$ cat src/rtl/id_ex_stage_if.sv
// ID/EX stage bus: ID-side decoded instruction in, EX-side registered copy,
// stall and bubble count out.
interface id_ex_stage_if #(
   parameter int unsigned DW = 32,
   parameter int unsigned CW = 16
);
   logic          flush;
   logic          idValid;
   logic [DW-1:0] idReadData1;
   logic [DW-1:0] idReadData2;
   logic [DW-1:0] idImm;
   logic [4:0]    idRs;
   logic [4:0]    idRt;
   logic [4:0]    idRd;
   logic          idUsesRs;
   logic          idUsesRt;
   logic          idRegWrite;
   logic          idMemRead;
   logic          idMemWrite;
   logic          idMemToReg;
   logic          idAluSrc;
   logic          idRegDst;
   logic [2:0]    idAluOp;

   logic          stall;
   logic          exValid;
   logic [DW-1:0] exReadData1;
   logic [DW-1:0] exReadData2;
   logic [DW-1:0] exImm;
   logic [4:0]    exRs;
   logic [4:0]    exRt;
   logic [4:0]    exWriteReg;
   logic          exRegWrite;
   logic          exMemRead;
   logic          exMemWrite;
   logic          exMemToReg;
   logic          exAluSrc;
   logic [2:0]    exAluOp;
   logic [CW-1:0] bubbleCount;

   modport master (
      output flush, idValid, idReadData1, idReadData2, idImm, idRs, idRt, idRd,
             idUsesRs, idUsesRt, idRegWrite, idMemRead, idMemWrite, idMemToReg,
             idAluSrc, idRegDst, idAluOp,
      input  stall, exValid, exReadData1, exReadData2, exImm, exRs, exRt,
             exWriteReg, exRegWrite, exMemRead, exMemWrite, exMemToReg,
             exAluSrc, exAluOp, bubbleCount
   );

   modport slave (
      input  flush, idValid, idReadData1, idReadData2, idImm, idRs, idRt, idRd,
             idUsesRs, idUsesRt, idRegWrite, idMemRead, idMemWrite, idMemToReg,
             idAluSrc, idRegDst, idAluOp,
      output stall, exValid, exReadData1, exReadData2, exImm, exRs, exRt,
             exWriteReg, exRegWrite, exMemRead, exMemWrite, exMemToReg,
             exAluSrc, exAluOp, bubbleCount
   );
endinterface

$ cat src/rtl/id_ex_stage.sv
// ID/EX pipeline register with load-use hazard detection, branch flush and a
// saturating count of inserted bubbles.
module id_ex_stage #(
   parameter int unsigned DW = 32,
   parameter int unsigned CW = 16
) (
   input  logic          clk,
   input  logic          rst,
   id_ex_stage_if.slave  bus
);
   localparam int unsigned RW = 5;
   localparam int unsigned OW = 3;

   logic          valid_q,    valid_d;
   logic [DW-1:0] rd1_q,      rd1_d;
   logic [DW-1:0] rd2_q,      rd2_d;
   logic [DW-1:0] imm_q,      imm_d;
   logic [RW-1:0] rs_q,       rs_d;
   logic [RW-1:0] rt_q,       rt_d;
   logic [RW-1:0] wreg_q,     wreg_d;
   logic          regwrite_q, regwrite_d;
   logic          memread_q,  memread_d;
   logic          memwrite_q, memwrite_d;
   logic          memtoreg_q, memtoreg_d;
   logic          alusrc_q,   alusrc_d;
   logic [OW-1:0] aluop_q,    aluop_d;
   logic [CW-1:0] bcnt_q,     bcnt_d;

   logic          hazard_c;
   logic          bubble_c;

   // Load in EX whose destination is read by the instruction now in ID.
   always_comb begin
      hazard_c = valid_q & memread_q & (wreg_q != RW'(0)) & bus.idValid &
                 ((bus.idUsesRs & (bus.idRs == wreg_q)) |
                  (bus.idUsesRt & (bus.idRt == wreg_q)));
   end

   // A flushed ID instruction dies, so it never needs to be held.
   assign bus.stall = hazard_c & ~bus.flush;

   always_comb begin
      bubble_c   = bus.flush | hazard_c;
      valid_d    = 1'b0;
      rd1_d      = '0;
      rd2_d      = '0;
      imm_d      = '0;
      rs_d       = '0;
      rt_d       = '0;
      wreg_d     = '0;
      regwrite_d = 1'b0;
      memread_d  = 1'b0;
      memwrite_d = 1'b0;
      memtoreg_d = 1'b0;
      alusrc_d   = 1'b0;
      aluop_d    = '0;
      bcnt_d     = bcnt_q;
      if (!bubble_c) begin
         valid_d    = bus.idValid;
         rd1_d      = bus.idReadData1;
         rd2_d      = bus.idReadData2;
         imm_d      = bus.idImm;
         rs_d       = bus.idRs;
         rt_d       = bus.idRt;
         wreg_d     = bus.idRegDst ? bus.idRd : bus.idRt;
         regwrite_d = bus.idRegWrite;
         memread_d  = bus.idMemRead;
         memwrite_d = bus.idMemWrite;
         memtoreg_d = bus.idMemToReg;
         alusrc_d   = bus.idAluSrc;
         aluop_d    = bus.idAluOp;
      end else if (bcnt_q != {CW{1'b1}}) begin
         bcnt_d = bcnt_q + CW'(1);
      end
   end

   always_ff @(posedge clk) begin
      if (rst) begin
         valid_q    <= 1'b0;
         rd1_q      <= '0;
         rd2_q      <= '0;
         imm_q      <= '0;
         rs_q       <= '0;
         rt_q       <= '0;
         wreg_q     <= '0;
         regwrite_q <= 1'b0;
         memread_q  <= 1'b0;
         memwrite_q <= 1'b0;
         memtoreg_q <= 1'b0;
         alusrc_q   <= 1'b0;
         aluop_q    <= '0;
         bcnt_q     <= '0;
      end else begin
         valid_q    <= valid_d;
         rd1_q      <= rd1_d;
         rd2_q      <= rd2_d;
         imm_q      <= imm_d;
         rs_q       <= rs_d;
         rt_q       <= rt_d;
         wreg_q     <= wreg_d;
         regwrite_q <= regwrite_d;
         memread_q  <= memread_d;
         memwrite_q <= memwrite_d;
         memtoreg_q <= memtoreg_d;
         alusrc_q   <= alusrc_d;
         aluop_q    <= aluop_d;
         bcnt_q     <= bcnt_d;
      end
   end

   assign bus.exValid     = valid_q;
   assign bus.exReadData1 = rd1_q;
   assign bus.exReadData2 = rd2_q;
   assign bus.exImm       = imm_q;
   assign bus.exRs        = rs_q;
   assign bus.exRt        = rt_q;
   assign bus.exWriteReg  = wreg_q;
   assign bus.exRegWrite  = regwrite_q;
   assign bus.exMemRead   = memread_q;
   assign bus.exMemWrite  = memwrite_q;
   assign bus.exMemToReg  = memtoreg_q;
   assign bus.exAluSrc    = alusrc_q;
   assign bus.exAluOp     = aluop_q;
   assign bus.bubbleCount = bcnt_q;
endmodule

$ cat src/flat_wrapper.sv
// flat-port wrapper written by rule: the top's interface ports become plain ports
module id_ex_stage_flat 
#(
   parameter int unsigned DW = 32,
   parameter int unsigned CW = 16
)
  (clk, rst, bus_flush, bus_idValid, bus_idReadData1, bus_idReadData2, bus_idImm, bus_idRs, bus_idRt, bus_idRd, bus_idUsesRs, bus_idUsesRt, bus_idRegWrite, bus_idMemRead, bus_idMemWrite, bus_idMemToReg, bus_idAluSrc, bus_idRegDst, bus_idAluOp, bus_stall, bus_exValid, bus_exReadData1, bus_exReadData2, bus_exImm, bus_exRs, bus_exRt, bus_exWriteReg, bus_exRegWrite, bus_exMemRead, bus_exMemWrite, bus_exMemToReg, bus_exAluSrc, bus_exAluOp, bus_bubbleCount);
  id_ex_stage_if #(.DW(DW), .CW(CW)) bus_i ();
  input  logic clk;
  input  logic rst;
  input wire logic [$bits(bus_i.flush)-1:0] bus_flush;
  input wire logic [$bits(bus_i.idValid)-1:0] bus_idValid;
  input wire logic [$bits(bus_i.idReadData1)-1:0] bus_idReadData1;
  input wire logic [$bits(bus_i.idReadData2)-1:0] bus_idReadData2;
  input wire logic [$bits(bus_i.idImm)-1:0] bus_idImm;
  input wire logic [$bits(bus_i.idRs)-1:0] bus_idRs;
  input wire logic [$bits(bus_i.idRt)-1:0] bus_idRt;
  input wire logic [$bits(bus_i.idRd)-1:0] bus_idRd;
  input wire logic [$bits(bus_i.idUsesRs)-1:0] bus_idUsesRs;
  input wire logic [$bits(bus_i.idUsesRt)-1:0] bus_idUsesRt;
  input wire logic [$bits(bus_i.idRegWrite)-1:0] bus_idRegWrite;
  input wire logic [$bits(bus_i.idMemRead)-1:0] bus_idMemRead;
  input wire logic [$bits(bus_i.idMemWrite)-1:0] bus_idMemWrite;
  input wire logic [$bits(bus_i.idMemToReg)-1:0] bus_idMemToReg;
  input wire logic [$bits(bus_i.idAluSrc)-1:0] bus_idAluSrc;
  input wire logic [$bits(bus_i.idRegDst)-1:0] bus_idRegDst;
  input wire logic [$bits(bus_i.idAluOp)-1:0] bus_idAluOp;
  output wire logic [$bits(bus_i.stall)-1:0] bus_stall;
  output wire logic [$bits(bus_i.exValid)-1:0] bus_exValid;
  output wire logic [$bits(bus_i.exReadData1)-1:0] bus_exReadData1;
  output wire logic [$bits(bus_i.exReadData2)-1:0] bus_exReadData2;
  output wire logic [$bits(bus_i.exImm)-1:0] bus_exImm;
  output wire logic [$bits(bus_i.exRs)-1:0] bus_exRs;
  output wire logic [$bits(bus_i.exRt)-1:0] bus_exRt;
  output wire logic [$bits(bus_i.exWriteReg)-1:0] bus_exWriteReg;
  output wire logic [$bits(bus_i.exRegWrite)-1:0] bus_exRegWrite;
  output wire logic [$bits(bus_i.exMemRead)-1:0] bus_exMemRead;
  output wire logic [$bits(bus_i.exMemWrite)-1:0] bus_exMemWrite;
  output wire logic [$bits(bus_i.exMemToReg)-1:0] bus_exMemToReg;
  output wire logic [$bits(bus_i.exAluSrc)-1:0] bus_exAluSrc;
  output wire logic [$bits(bus_i.exAluOp)-1:0] bus_exAluOp;
  output wire logic [$bits(bus_i.bubbleCount)-1:0] bus_bubbleCount;
  assign bus_i.flush = bus_flush;
  assign bus_i.idValid = bus_idValid;
  assign bus_i.idReadData1 = bus_idReadData1;
  assign bus_i.idReadData2 = bus_idReadData2;
  assign bus_i.idImm = bus_idImm;
  assign bus_i.idRs = bus_idRs;
  assign bus_i.idRt = bus_idRt;
  assign bus_i.idRd = bus_idRd;
  assign bus_i.idUsesRs = bus_idUsesRs;
  assign bus_i.idUsesRt = bus_idUsesRt;
  assign bus_i.idRegWrite = bus_idRegWrite;
  assign bus_i.idMemRead = bus_idMemRead;
  assign bus_i.idMemWrite = bus_idMemWrite;
  assign bus_i.idMemToReg = bus_idMemToReg;
  assign bus_i.idAluSrc = bus_idAluSrc;
  assign bus_i.idRegDst = bus_idRegDst;
  assign bus_i.idAluOp = bus_idAluOp;
  assign bus_stall = bus_i.stall;
  assign bus_exValid = bus_i.exValid;
  assign bus_exReadData1 = bus_i.exReadData1;
  assign bus_exReadData2 = bus_i.exReadData2;
  assign bus_exImm = bus_i.exImm;
  assign bus_exRs = bus_i.exRs;
  assign bus_exRt = bus_i.exRt;
  assign bus_exWriteReg = bus_i.exWriteReg;
  assign bus_exRegWrite = bus_i.exRegWrite;
  assign bus_exMemRead = bus_i.exMemRead;
  assign bus_exMemWrite = bus_i.exMemWrite;
  assign bus_exMemToReg = bus_i.exMemToReg;
  assign bus_exAluSrc = bus_i.exAluSrc;
  assign bus_exAluOp = bus_i.exAluOp;
  assign bus_bubbleCount = bus_i.bubbleCount;
  id_ex_stage #(.DW(DW), .CW(CW)) u_core (.clk(clk), .rst(rst), .bus(bus_i));
endmodule
$ cat config.mk
export PLATFORM = sky130hd
export DESIGN_NAME = id_ex_stage_flat
export DESIGN_NICKNAME = d
export VERILOG_FILES = /design/src/rtl/id_ex_stage_if.sv /design/src/rtl/id_ex_stage.sv /design/src/flat_wrapper.sv
export SDC_FILE = /design/constraint.sdc
export NUM_CORES = 1
export LEC_CHECK = 0
export BUFFER_PORTS_ARGS = -buffer_cell sky130_fd_sc_hd__buf_2
export CELL_PAD_IN_SITES_DETAIL_PLACEMENT = 1
export CELL_PAD_IN_SITES_GLOBAL_PLACEMENT = 1
export CORE_MARGIN = 4
export CORE_UTILIZATION = 31
export DETAILED_ROUTE_END_ITERATION = 6
export PLACE_DENSITY_LB_ADDON = 0.25
export SLEW_MARGIN = 40
export SYNTH_ARGS = -nofsm -noshare
export SYNTH_HDL_FRONTEND = slang
export SYNTH_SLANG_ARGS = --single-unit
$ cat constraint.sdc
create_clock -name clk -period 2.72 [get_ports clk]
set_input_delay 0.816 -clock clk [delete_from_list [all_inputs] [get_ports clk]]
set_output_delay 0.816 -clock clk [all_outputs]
set_load 0.01 [all_outputs]
==> Word-level counts from Yosys, hierarchy flattened <==
Cells that the tools add are included.
Widths: inputs -> output; s select.
{ "word_totals": {"ff_bits": 136, "inputBits": 126, "word_cells": 32} }
{ "classes": {"n_addsub": 1, "eq_ne": 3, "n_mux": 1, "bitwise": 10, "n_reduce_logical": 3} }
{ "op_table": {"columns": ["op", "count"], "rows": [
  ["$add 16x1->16 const B", 1],
  ["$ne 16x16->1 const B", 1],
  ["$eq 5x5->1", 2],
  ["$and 1x1->1", 7],
  ["$mux 5", 1],
  ["$reduce_bool 5->1", 1],
  ["$or 1x1->1", 2],
  ["$reduce_and 2->1", 1],
  ["$reduce_or 2->1", 1],
  ["$not 1->1", 1]
]} }

==> Logic depth before layout (Yosys ltp) <==
{ "depth": {"ltp_word": 6, "depth_mapped": 8} }

==> Worst setup path after synthesis <==
Ideal clock, no wire load.
{ "synth_path": {"kind": "input -> output", "startpoint": "in bus_idRs[1]", "endpoint": "out bus_stall", "arrival_time_ns": 1.529, "path_slack_ns": 0.375, "cell_stages": 5, "path_buffers": 0, "cell_sequence": "xnor2_1 > nand4_1 > o22ai_2 > nand2_1 > nor2_1"} }
{ "synth_via": {"elab_chain_len": 5} }
{ "synth_rtl": {"columns": ["element", "line", "source"], "rows": [
  ["start, declared", "flat_wrapper.sv:16", "input wire logic [$bits(bus_i.idRs)-1:0] bus_idRs;"],
  ["$eq 5x5->1", "id_ex_stage.sv:35", "((bus.idUsesRs & (bus.idRs == wreg_q)) |"],
  ["$and 1x1->1", "id_ex_stage.sv:35", null],
  ["$or 1x1->1", "id_ex_stage.sv:35", null],
  ["$and 1x1->1", "id_ex_stage.sv:34", "hazard_c = valid_q & memread_q & (wreg_q != RW'(0)) & bus.idValid &"],
  ["$and 1x1->1", "id_ex_stage.sv:40", "assign bus.stall = hazard_c & ~bus.flush;"],
  ["end, declared", "flat_wrapper.sv:28", "output wire logic [$bits(bus_i.stall)-1:0] bus_stall;"]
]} }
No other way between the ends.

==> Worst setup path in the final report <==
{ "layout_path": {"startpoint": "in bus_idRs[4]", "endpoint": "out bus_stall"} }
Same word-level chain as after synthesis.

==> metrics <==
status completed; Post-synth top flop dfxtp_1; # fillers 1561; final setup vio count 0; Clk pin slew, worst setup/hold paths 0.05 ns; DRC viols 0; DRT antenna net count 0; critical path type in -> out; syn_nets 518; TritonCTS Buffers 17; EDFF count, synth 0; Die X 126 um; Post-Synthesis Cell Area 4280 um^2; Mapped Avg Cell Area 11.0 um^2; worst vdd ir 0.337 mV; drt wl/cell 15.6 um; total global-route track usage 17.0%; Cells on Worst Hold Path 2; Reg2Reg Depth 7; total core area 13400 um^2; H-tree Lvls 4; sequential fraction of the synthesis area 63.6%; Synth area leader dfxtp_1; RSZ-0062 raised after global routing no; routability cong. 0.801; YS warnings 0; Max-Cap Viols 0; Placed Instances 816; commonest non-fill, non-tap cell in the layout buf_2; CP endpoint kind output pin; Initial DRT Pass Iterations 4; initial core utilization 32.0%; Leakage 0.00321 uW; Final Non-Filler Cells 849; area grow syn2layout 50.9%; CTS tree built; worst skew pair latency 0.41 ns; first-pass GRT wire length 21000 um; post-layout minimum cycle time 2.63 ns; DR vias/cell 4.36; fraction of registers with async set/reset 0%; maximum root-to-sink buffer count 2; Slew @ Worst Pin 0.473 ns; Yosys cell types 36; main area contributors after synthesis dfxtp_1, and2_1, xnor2_1; Routed WL 13300 um; die area 15800 um^2; final clock skew 0.00634 ns; pwr/cell area 769 nW/um^2; Final Hold Fails 0; fin crit share 96.7%; GR Overflow Total 0; CP startpoint kind input port; IO Count 263; die height 126 um; IO buf count 262; largest net degree at the start of global routing 74; clock sink count 136; CP max FO 2; Hold Path Class reg -> reg; FP Rows 42; cts hold-fix bufs 0; share of cells above drive strength 1 45.3%; TNS Setup 0 ns; clock root buffer clkbuf_16; Cells after Synth 391; fmax 380 MHz; Yosys reg bits 136; Max Slew Vio Count 0; via count 3701; post-DP HPWL 10200 um; area share of the largest cell type after synthesis 63.6%; DRT iter0 DRCs 150; final net count 787; Worst EP required 1.90 ns; initial antenna violation count 0; number of antenna diodes 0; Arrival @ worst endpoint 1.81 ns; Worst slew margin 68.5%; commonest cells after routing, fill and taps aside buf_2, dfxtp_1, and2_1; Hold Worst Slack 0.503 ns; vias in the first global route 3984
path summary, 6_finish.rpt:
| check | start | endpoint | slack [ns] |
|---|---|---|---|
| worst max-delay path | bus_idRs[4] | bus_stall | 0.09 |
| worst min-delay path | u_core.bus.bubbleCount[15] | u_core.bus.bubbleCount[15] | 0.50 |
| worst max register to register | u_core.bus.exWriteReg[1] | u_core.bus.bubbleCount[3] | 0.59 |
| worst min register to register | u_core.bus.bubbleCount[15] | u_core.bus.bubbleCount[15] | 0.50 |
registers in the layout, indices dropped and copies added, names as in the netlist:
register,flops
u_core.bus.bubbleCount,16
u_core.bus.exAluOp,3
u_core.bus.exRegWrite,1
u_core.bus.exValid,1
u_core.bus.exAluSrc,1
u_core.bus.exRs,5
u_core.bus.exWriteReg,5
u_core.bus.exReadData1,32
u_core.bus.exRt,5
u_core.bus.exImm,32
u_core.bus.exMemToReg,1
u_core.bus.exMemWrite,1
u_core.bus.exMemRead,1
u_core.bus.exReadData2,32
cells in the mapped netlist (all sizes together), types with 2 or more instances:
cell type	count
dfxtp	136
and2	115
nor2	18
nand2	13
a21oi	11
xnor2	10
buf	9
nand3	9
clkbuf	8
o21ai	8
nor3	7
or3	7
nand4	6
mux2i	5
and3	4
inv	4
mux2	4
nor2b	4
o31ai	2
cell type report:
cell class	instances	area [um^2]	area share (%)
Clock buffer	21	470	7.28
Sequential cell	136	2720	42.1
Multi-Input combinational cell	234	1480	22.9
Clock inverter	11	193	2.98
Tap cell	176	220	3.41
Timing Repair Buffer	267	1360	21.1
Inverter	4	15.0	0.232
per-layer routing:
metal / share of wire [%] / wire length, um / up-vias / GRT usage (%)
met2: 50 / 6590 / 169 / 29.5
met1: 40 / 5250 / 1710 / 19.2
met3: 9.0 / 1200 / 20 / 5.97
met5: 0 / 0 / - / 0
li1: - / - / 1802 / -
met4: 1.8 / 244 / 0 / 6.70
critical path, stage by stage:
cell,delay (ns)
buf_2,0.11
xnor2_1,0.18
nand4_1,0.18
o22ai_4,0.20
nand2_1,0.09
nor2_1,0.10
buf_2,0.13
power breakdown:
part / internal [uW] / switching (uW)
sequential: 2070 / 24.4
clock: 1700 / 845
combinational: 170 / 164
stage by stage:
| step | total power [uW] | worst slack (ns) | util [%] | cell area (um^2) |
|---|---|---|---|---|
| 6_report | 4970 | 0.0898 | 48.2 | 6460 |
| 5_1_grt | 5180 | 0.0201 | 48.2 | 6460 |
| 4_1_cts | 5040 | 0.0285 | 48.1 | 6440 |
| 3_5_place_dp | 2470 | 0.0209 | 43.1 | 5780 |
| 3_3_place_gp | 2460 | 0.0331 | 43.1 | 5780 |
| 2_1_floorplan | 2270 | 0.375 | - | 4280 |
logic make-up (layout without fill, tap and decap cells):
| group | Yosys count | after routing | synth area share, % |
|---|---|---|---|
| simple gates | 187 | 187 | 25.6 |
| xor+xnor | 10 | 10 | 2.04 |
| fa+ha+maj | 1 | 1 | 0.292 |
| buf+inv | 21 | 303 | 2.34 |
| mux | 9 | 9 | 2.22 |
| flops | 136 | 136 | 63.6 |
| compound gates | 27 | 27 | 3.94 |
what timing repair did:
item	in CTS	in global routing
resized for setup	0	1
buffers inserted	0	1
endpoints found under the setup margin	0	1
No activity file was read; power rests on OpenSTA's default activity.
